--- src/rtl/ysyx_22050598_muldiv_unit.sv ---
// ---------------------------------------------------------------------------
// ysyx_22050598_muldiv_unit
// Iterative RV64M multiply/divide unit for the EX stage. Multiply is radix-2
// shift-add on operand magnitudes; divide is radix-2 restoring. W ops run on
// 32-bit operands and return a sign-extended 64-bit result.
//
// Ports:
//   clk, rst_n         clock, asynchronous active-low reset
//   in_valid           EX holds a muldiv op with operands ready
//   is_mul/div/rem     op select (priority mul > div > rem)
//   mul_hi             00 low, 01 MULH, 10 MULHSU, 11 MULHU
//   is_signed          DIV/REM vs DIVU/REMU
//   is_word            W variant
//   src1, src2         rs1 / rs2 values
//   flush              abort any op, return to IDLE
//   out_ready          EX retires the result this cycle
//   ready              idle, can accept
//   out_valid          result valid (held until out_ready)
//   result             final result
// ---------------------------------------------------------------------------
module ysyx_22050598_muldiv_unit #(
   parameter int XLEN = 64,
   parameter int WLEN = 32
) (
   input  logic            clk,
   input  logic            rst_n,
   input  logic            in_valid,
   input  logic            is_mul,
   input  logic            is_div,
   input  logic            is_rem,
   input  logic [1:0]      mul_hi,
   input  logic            is_signed,
   input  logic            is_word,
   input  logic [XLEN-1:0] src1,
   input  logic [XLEN-1:0] src2,
   input  logic            flush,
   input  logic            out_ready,
   output logic            ready,
   output logic            out_valid,
   output logic [XLEN-1:0] result
);

   localparam int CW = $clog2(XLEN + 1);

   typedef enum logic [1:0] {
      S_IDLE = 2'd0,
      S_BUSY = 2'd1,
      S_DONE = 2'd2
   } state_e;

   function automatic logic [XLEN-1:0] sext_w(input logic [XLEN-1:0] v);
      return {{(XLEN-WLEN){v[WLEN-1]}}, v[WLEN-1:0]};
   endfunction

   function automatic logic [XLEN-1:0] zext_w(input logic [XLEN-1:0] v);
      return {{(XLEN-WLEN){1'b0}}, v[WLEN-1:0]};
   endfunction

   state_e              state_q, state_d;
   logic [CW-1:0]       cnt_q, cnt_d;
   logic                opmul_q, opmul_d;
   logic                oprem_q, oprem_d;
   logic                hi_q, hi_d;
   logic                word_q, word_d;
   logic                neg_q, neg_d;
   // mul: 2N-bit accumulator; div: remainder in the low half
   logic [2*XLEN-1:0]   acc_q, acc_d;
   // mul: shifted multiplicand; div: divisor in the low half
   logic [2*XLEN-1:0]   mcand_q, mcand_d;
   // mul: multiplier shifted right; div: dividend shifted out / quotient in
   logic [XLEN-1:0]     mplier_q, mplier_d;
   logic [XLEN-1:0]     result_q, result_d;

   // accept-side decode
   logic            oprem_s, a_signed_s, b_signed_s, a_neg_s, b_neg_s;
   logic            div_zero_s, ovf_s, special_s;
   logic [XLEN-1:0] a_ext_s, b_ext_s, a_mag_s, b_mag_s, min_s, spec_res_s;
   // iteration / fixup
   logic [XLEN:0]   rem_sh_s;
   logic [XLEN-1:0] sub_s, quo_s, remv_s, raw_s, fix_res_s;
   logic [2*XLEN-1:0] prod_s;

   // Operand extension, magnitude conversion and divide special-case detection.
   always_comb begin
      oprem_s    = ~is_mul & ~is_div & is_rem;
      a_signed_s = is_mul ? ((mul_hi == 2'b01) || (mul_hi == 2'b10)) : is_signed;
      b_signed_s = is_mul ? (mul_hi == 2'b01) : is_signed;
      a_ext_s    = is_word ? (a_signed_s ? sext_w(src1) : zext_w(src1)) : src1;
      b_ext_s    = is_word ? (b_signed_s ? sext_w(src2) : zext_w(src2)) : src2;
      a_neg_s    = a_signed_s & a_ext_s[XLEN-1];
      b_neg_s    = b_signed_s & b_ext_s[XLEN-1];
      a_mag_s    = a_neg_s ? -a_ext_s : a_ext_s;
      b_mag_s    = b_neg_s ? -b_ext_s : b_ext_s;
      // most-negative value of the op width, as it appears after sign extension
      min_s      = is_word ? {{(XLEN-WLEN){1'b1}}, 1'b1, {(WLEN-1){1'b0}}}
                           : {1'b1, {(XLEN-1){1'b0}}};
      div_zero_s = (b_ext_s == {XLEN{1'b0}});
      ovf_s      = is_signed & (a_ext_s == min_s) & (b_ext_s == {XLEN{1'b1}});
      special_s  = ~is_mul & (div_zero_s | ovf_s);
      if (div_zero_s) begin
         spec_res_s = oprem_s ? (is_word ? sext_w(src1) : src1) : {XLEN{1'b1}};
      end else begin
         spec_res_s = oprem_s ? {XLEN{1'b0}} : a_ext_s;
      end
   end

   // Restoring-divide trial subtraction and final sign/width fixup.
   always_comb begin
      rem_sh_s  = {acc_q[XLEN-1:0], mplier_q[XLEN-1]};
      sub_s     = rem_sh_s[XLEN-1:0] - mcand_q[XLEN-1:0];
      prod_s    = neg_q ? -acc_q : acc_q;
      quo_s     = neg_q ? -mplier_q : mplier_q;
      remv_s    = neg_q ? -acc_q[XLEN-1:0] : acc_q[XLEN-1:0];
      if (opmul_q) begin
         raw_s = hi_q ? prod_s[2*XLEN-1:XLEN] : prod_s[XLEN-1:0];
      end else begin
         raw_s = oprem_q ? remv_s : quo_s;
      end
      fix_res_s = word_q ? sext_w(raw_s) : raw_s;
   end

   // Next-state and datapath update.
   always_comb begin
      state_d  = state_q;
      cnt_d    = cnt_q;
      opmul_d  = opmul_q;
      oprem_d  = oprem_q;
      hi_d     = hi_q;
      word_d   = word_q;
      neg_d    = neg_q;
      acc_d    = acc_q;
      mcand_d  = mcand_q;
      mplier_d = mplier_q;
      result_d = result_q;
      if (flush) begin
         state_d = S_IDLE;
      end else begin
         case (state_q)
            S_IDLE: begin
               if (in_valid && (is_mul || is_div || is_rem)) begin
                  opmul_d = is_mul;
                  oprem_d = oprem_s;
                  hi_d    = (mul_hi != 2'b00);
                  word_d  = is_word;
                  neg_d   = oprem_s ? a_neg_s : (a_neg_s ^ b_neg_s);
                  cnt_d   = is_word ? CW'(WLEN) : CW'(XLEN);
                  acc_d   = {(2*XLEN){1'b0}};
                  if (is_mul) begin
                     mcand_d  = {{XLEN{1'b0}}, a_mag_s};
                     mplier_d = b_mag_s;
                  end else begin
                     mcand_d  = {{XLEN{1'b0}}, b_mag_s};
                     // W dividends are pre-aligned so the next bit is always the MSB
                     mplier_d = is_word ? (a_mag_s << WLEN) : a_mag_s;
                  end
                  if (special_s) begin
                     result_d = spec_res_s;
                     state_d  = S_DONE;
                  end else begin
                     state_d  = S_BUSY;
                  end
               end else begin
                  state_d = S_IDLE;
               end
            end
            S_BUSY: begin
               if (cnt_q != {CW{1'b0}}) begin
                  cnt_d = cnt_q - CW'(1);
                  if (opmul_q) begin
                     if (mplier_q[0]) begin
                        acc_d = acc_q + mcand_q;
                     end else begin
                        acc_d = acc_q;
                     end
                     mcand_d  = mcand_q << 1;
                     mplier_d = mplier_q >> 1;
                  end else begin
                     if (rem_sh_s >= {1'b0, mcand_q[XLEN-1:0]}) begin
                        acc_d[XLEN-1:0] = sub_s;
                        mplier_d        = {mplier_q[XLEN-2:0], 1'b1};
                     end else begin
                        acc_d[XLEN-1:0] = rem_sh_s[XLEN-1:0];
                        mplier_d        = {mplier_q[XLEN-2:0], 1'b0};
                     end
                  end
               end else begin
                  // all iterations done: register the sign/width-fixed result
                  result_d = fix_res_s;
                  state_d  = S_DONE;
               end
            end
            S_DONE: begin
               if (out_ready) begin
                  state_d = S_IDLE;
               end else begin
                  state_d = S_DONE;
               end
            end
            default: state_d = S_IDLE;
         endcase
      end
   end

   // State and datapath registers.
   always_ff @(posedge clk or negedge rst_n) begin
      if (!rst_n) begin
         state_q  <= S_IDLE;
         cnt_q    <= {CW{1'b0}};
         opmul_q  <= 1'b0;
         oprem_q  <= 1'b0;
         hi_q     <= 1'b0;
         word_q   <= 1'b0;
         neg_q    <= 1'b0;
         acc_q    <= {(2*XLEN){1'b0}};
         mcand_q  <= {(2*XLEN){1'b0}};
         mplier_q <= {XLEN{1'b0}};
         result_q <= {XLEN{1'b0}};
      end else begin
         state_q  <= state_d;
         cnt_q    <= cnt_d;
         opmul_q  <= opmul_d;
         oprem_q  <= oprem_d;
         hi_q     <= hi_d;
         word_q   <= word_d;
         neg_q    <= neg_d;
         acc_q    <= acc_d;
         mcand_q  <= mcand_d;
         mplier_q <= mplier_d;
         result_q <= result_d;
      end
   end

   assign ready     = (state_q == S_IDLE);
   assign out_valid = (state_q == S_DONE);
   assign result    = result_q;

endmodule

--- config.mk ---
export PLATFORM = sky130hd
export DESIGN_NAME = ysyx_22050598_muldiv_unit
export DESIGN_NICKNAME = d
export VERILOG_FILES = /design/src/rtl/ysyx_22050598_muldiv_unit.sv
export SDC_FILE = /design/constraint.sdc
export NUM_CORES = 2
export LEC_CHECK = 0
export CAP_MARGIN = 20
export CORE_UTILIZATION = 40
export DETAILED_ROUTE_END_ITERATION = 6
export PLACE_DENSITY = 0.57
export SYNTH_ARGS = -nofsm -noshare
export SYNTH_HDL_FRONTEND = slang
export SYNTH_SLANG_ARGS = --single-unit
--- constraint.sdc ---
create_clock -name clk -period 8.65 [get_ports clk]
set_clock_uncertainty 0.15 [all_clocks]
set_input_delay 1.73 -clock clk [delete_from_list [all_inputs] [get_ports clk]]
set_output_delay 1.73 -clock clk [all_outputs]
set_load 0.01 [all_outputs]
==> impl_metrics.json <==
{
  "critPathRequiredTime_ps": 9060,
  "post_cts_buffers": 0,
  "synth_area_leaders": "dfrtp_1 24%, a21oi_1 6.9%, o21ai_0 6.7%",
  "hp-class": "reg -> reg",
  "clk_latency_ps": 670,
  "grt_pass1_wl_mm": 287,
  "post-route-min-period_ps": 6810,
  "ys_types": 86,
  "syn_avg_cell_area_um2": 7.43,
  "power_mw": 17.8,
  "cts_tree": "done",
  "grt_pass1_vias": 41100,
  "slew_viol_final": 0,
  "top_usage_layer": "met2",
  "grt_overflow_total": 0,
  "ys_ff_latch": 398,
  "cp_max_fo": 115,
  "ios": 206,
  "rrSetupSlack_ps": 2730,
  "place_congestion": 1.05,
  "ys_seq_area_share_pct": 24.1,
  "cts-root-buf": "clkbuf_16",
  "powerDensity_nw_per_um2": 386,
  "cts_sinks": 398,
  "critPathKind": "in -> reg",
  "arrival_ps": 7220,
  "setup_viol_count_final": 0,
  "postPlaceCellArea_um2": 44300,
  "fin_util_pct": 45.1,
  "hold_buffers": 0,
  "max_cap_viol_count": 0,
  "syn2layout_area_growth_pct": 11.4,
  "dieArea_um2": 105000,
  "clk_path_buf_depth": 3,
  "via_count": 45500,
  "regArea_um2": 9970,
  "grt_use_total_pct": 37.2,
  "multi_input_area_um2": 29400,
  "status": "finished, final reports clean",
  "wl_mm": 201,
  "synth_edf_count": 0,
  "synth_ff_type": "dfrtp_1",
  "hold_viol_final": 0,
  "grt_max_degree": 160,
  "ant_nets": 0,
  "fin_crit_sh_pct": 78.7,
  "worstSetupEndpointType": "register",
  "drc": 0,
  "core_area_um2": 102000,
  "max_clock_freq_ghz": 0.147,
  "die_h_um": 324,
  "clk_pin_slew_ps": 60,
  "relSlewSlack_pct": 16.8,
  "drive_above_1_share_pct": 4.69,
  "yosys_warnings": 0,
  "leakage_nw": 19.9,
  "synth_top_cell_area_share_pct": 24.1,
  "met2_usage_pct": 54.9,
  "numPortBuffers": 205,
  "synthArstFlopShare_pct": 100,
  "first_pass_iters": 6,
  "use_met3_pct": 7.55,
  "post-dp-hpwl_mm": 158,
  "rsz0062_at_grt": "false",
  "dp_slack_ps": 1310,
  "cts_buffers": 51,
  "synthCells": 5563,
  "start_util_pct": 40.5,
  "layout.nets": 5827,
  "cp-start-kind": "input pin",
  "worst_slack_ps": 1840,
  "cts-resized-gates": 0,
  "synth.cell_area_um2": 41300,
  "fin_tns_setup_ps": 0,
  "drt_iter0_drc": 6661,
  "synth_common_cells": "580 x nand2_1, 568 x a21oi_1, 553 x o21ai_0",
  "synth_most_common_cell": "nand2_1",
  "ir_drop_mv": 0.216,
  "antenna_found_initial": 12,
  "grt.met1_usage_pct": 51.9,
  "htree_levels": 2,
  "wl_per_cell_um": 29.1,
  "fin_area_um2": 46100,
  "die_w_um": 324,
  "fillCellCount": 10500,
  "row_count": 117,
  "synth_nets": 5905,
  "vias_per_cell": 6.60,
  "synth_top_area_cell": "dfrtp_1",
  "tightest_slew_ps": 1240
}
[layer usage]
layer  part of all wire [%]  wire length (µm)  vias up
met2                     42             84000     2539
met3                     11             21600      419
met1                     42             84700    22100
met5                  0.047                94        -
li1                       -                 -    20400
met4                    5.1             10300       14
[path summary, 6_finish.rpt]
check	start	depth (start not counted)	endpoint
setup / recovery	src2[0]	17	result[36]$_DFFE_PN0P_
hold / removal	result[42]$_DFFE_PN0P_	1	result[42]$_DFFE_PN0P_
setup reg to reg	acc_q[0]$_DFFE_PN0P_	14	mplier_q[0]$_DFFE_PN0P_
hold reg to reg	result[42]$_DFFE_PN0P_	1	result[42]$_DFFE_PN0P_
max in group asynchronous	rst_n	2	mcand_q[75]$_DFFE_PN0P_
min in group asynchronous	rst_n	1	mplier_q[12]$_DFFE_PN0P_
[sequential cells by signal, indices dropped and copies added (netlist names), 2 cells and up]
register / flops
mplier_q: 64
result: 64
state_q: 2
acc_q: 128
mcand_q: 128
cnt_q: 7
[layout make-up]
cell class | count | share of cell area, %
diodes | 1 | 0.00543
well taps | 1368 | 3.72
clock buffers | 71 | 3.19
inverters | 151 | 1.23
flip-flops and latches | 398 | 21.6
clock inverters | 22 | 0.609
repair buffers | 287 | 5.84
multi-input cells | 4596 | 63.8
[cell usage in the layout, fill, tap and decap left out, types with 26 or more instances in the layout]
master,n
a221oi_1,26
nand2_1,577
o221ai_1,40
nor4_1,58
ha_1,200
a22oi_1,92
nor3_1,116
inv_1,149
buf_4,80
o22ai_1,31
mux2i_1,104
a211oi_1,82
or3_1,79
o211ai_1,90
clkbuf_16,51
or4_1,52
xnor2_1,228
nand3_1,67
o21ai_0,553
o31ai_1,87
a31oi_1,37
clkdlybuf4s50_1,202
a22o_1,80
and3_1,28
a21oi_1,566
nor2_1,436
dfrtp_1,394
nand4_1,123
nand2b_1,32
or2_2,29
a21o_1,163
xor2_1,229
o41ai_1,33
o21a_1,31
o21bai_1,52
[power by group]
group | internal (mW) | leakage (nW) | total, mW | switching (mW)
clock network | 1.32 | 0.860 | 2.29 | 0.970
registers | 2.42 | 5.21 | 3.70 | 1.28
logic | 3.93 | 13.8 | 11.8 | 7.84
[worst max-delay path: stages]
cell	delay, ps
clkdlybuf4s50_1	570
inv_1	120
ha_1	170
nor3b_1	410
nand4b_1	310
or4_1	700
nor3_1	260
o21ai_0	140
buf_4	160
or2_2	380
a21oi_1	390
o311ai_4	110
buf_4	440
inv_1	480
and2_1	410
o21ai_0	180
o211a_1	150
[stage by stage]
stage,cells,hold WS (ps)
after global routing,6893,350
after global placement,6797,322
final,6894,331
after detailed placement,6797,320
after floorplan,5563,323
after CTS,6890,333
[cell families (layout without fill, tap and decap cells)]
family | Yosys count | after routing | share of synthesized area, %
other | 0 | 1 | 0
adders and majority gates | 202 | 202 | 6.15
and+or+nand+nor | 1711 | 1711 | 19.6
AOI/OAI and AO/OA | 2109 | 2109 | 32.3
xor gates and xnor gates | 457 | 457 | 9.68
muxes | 117 | 117 | 2.90
buffers and inverters | 569 | 531 | 5.24
DFF | 398 | 398 | 24.1
Power figures use the tool's default switching activity.
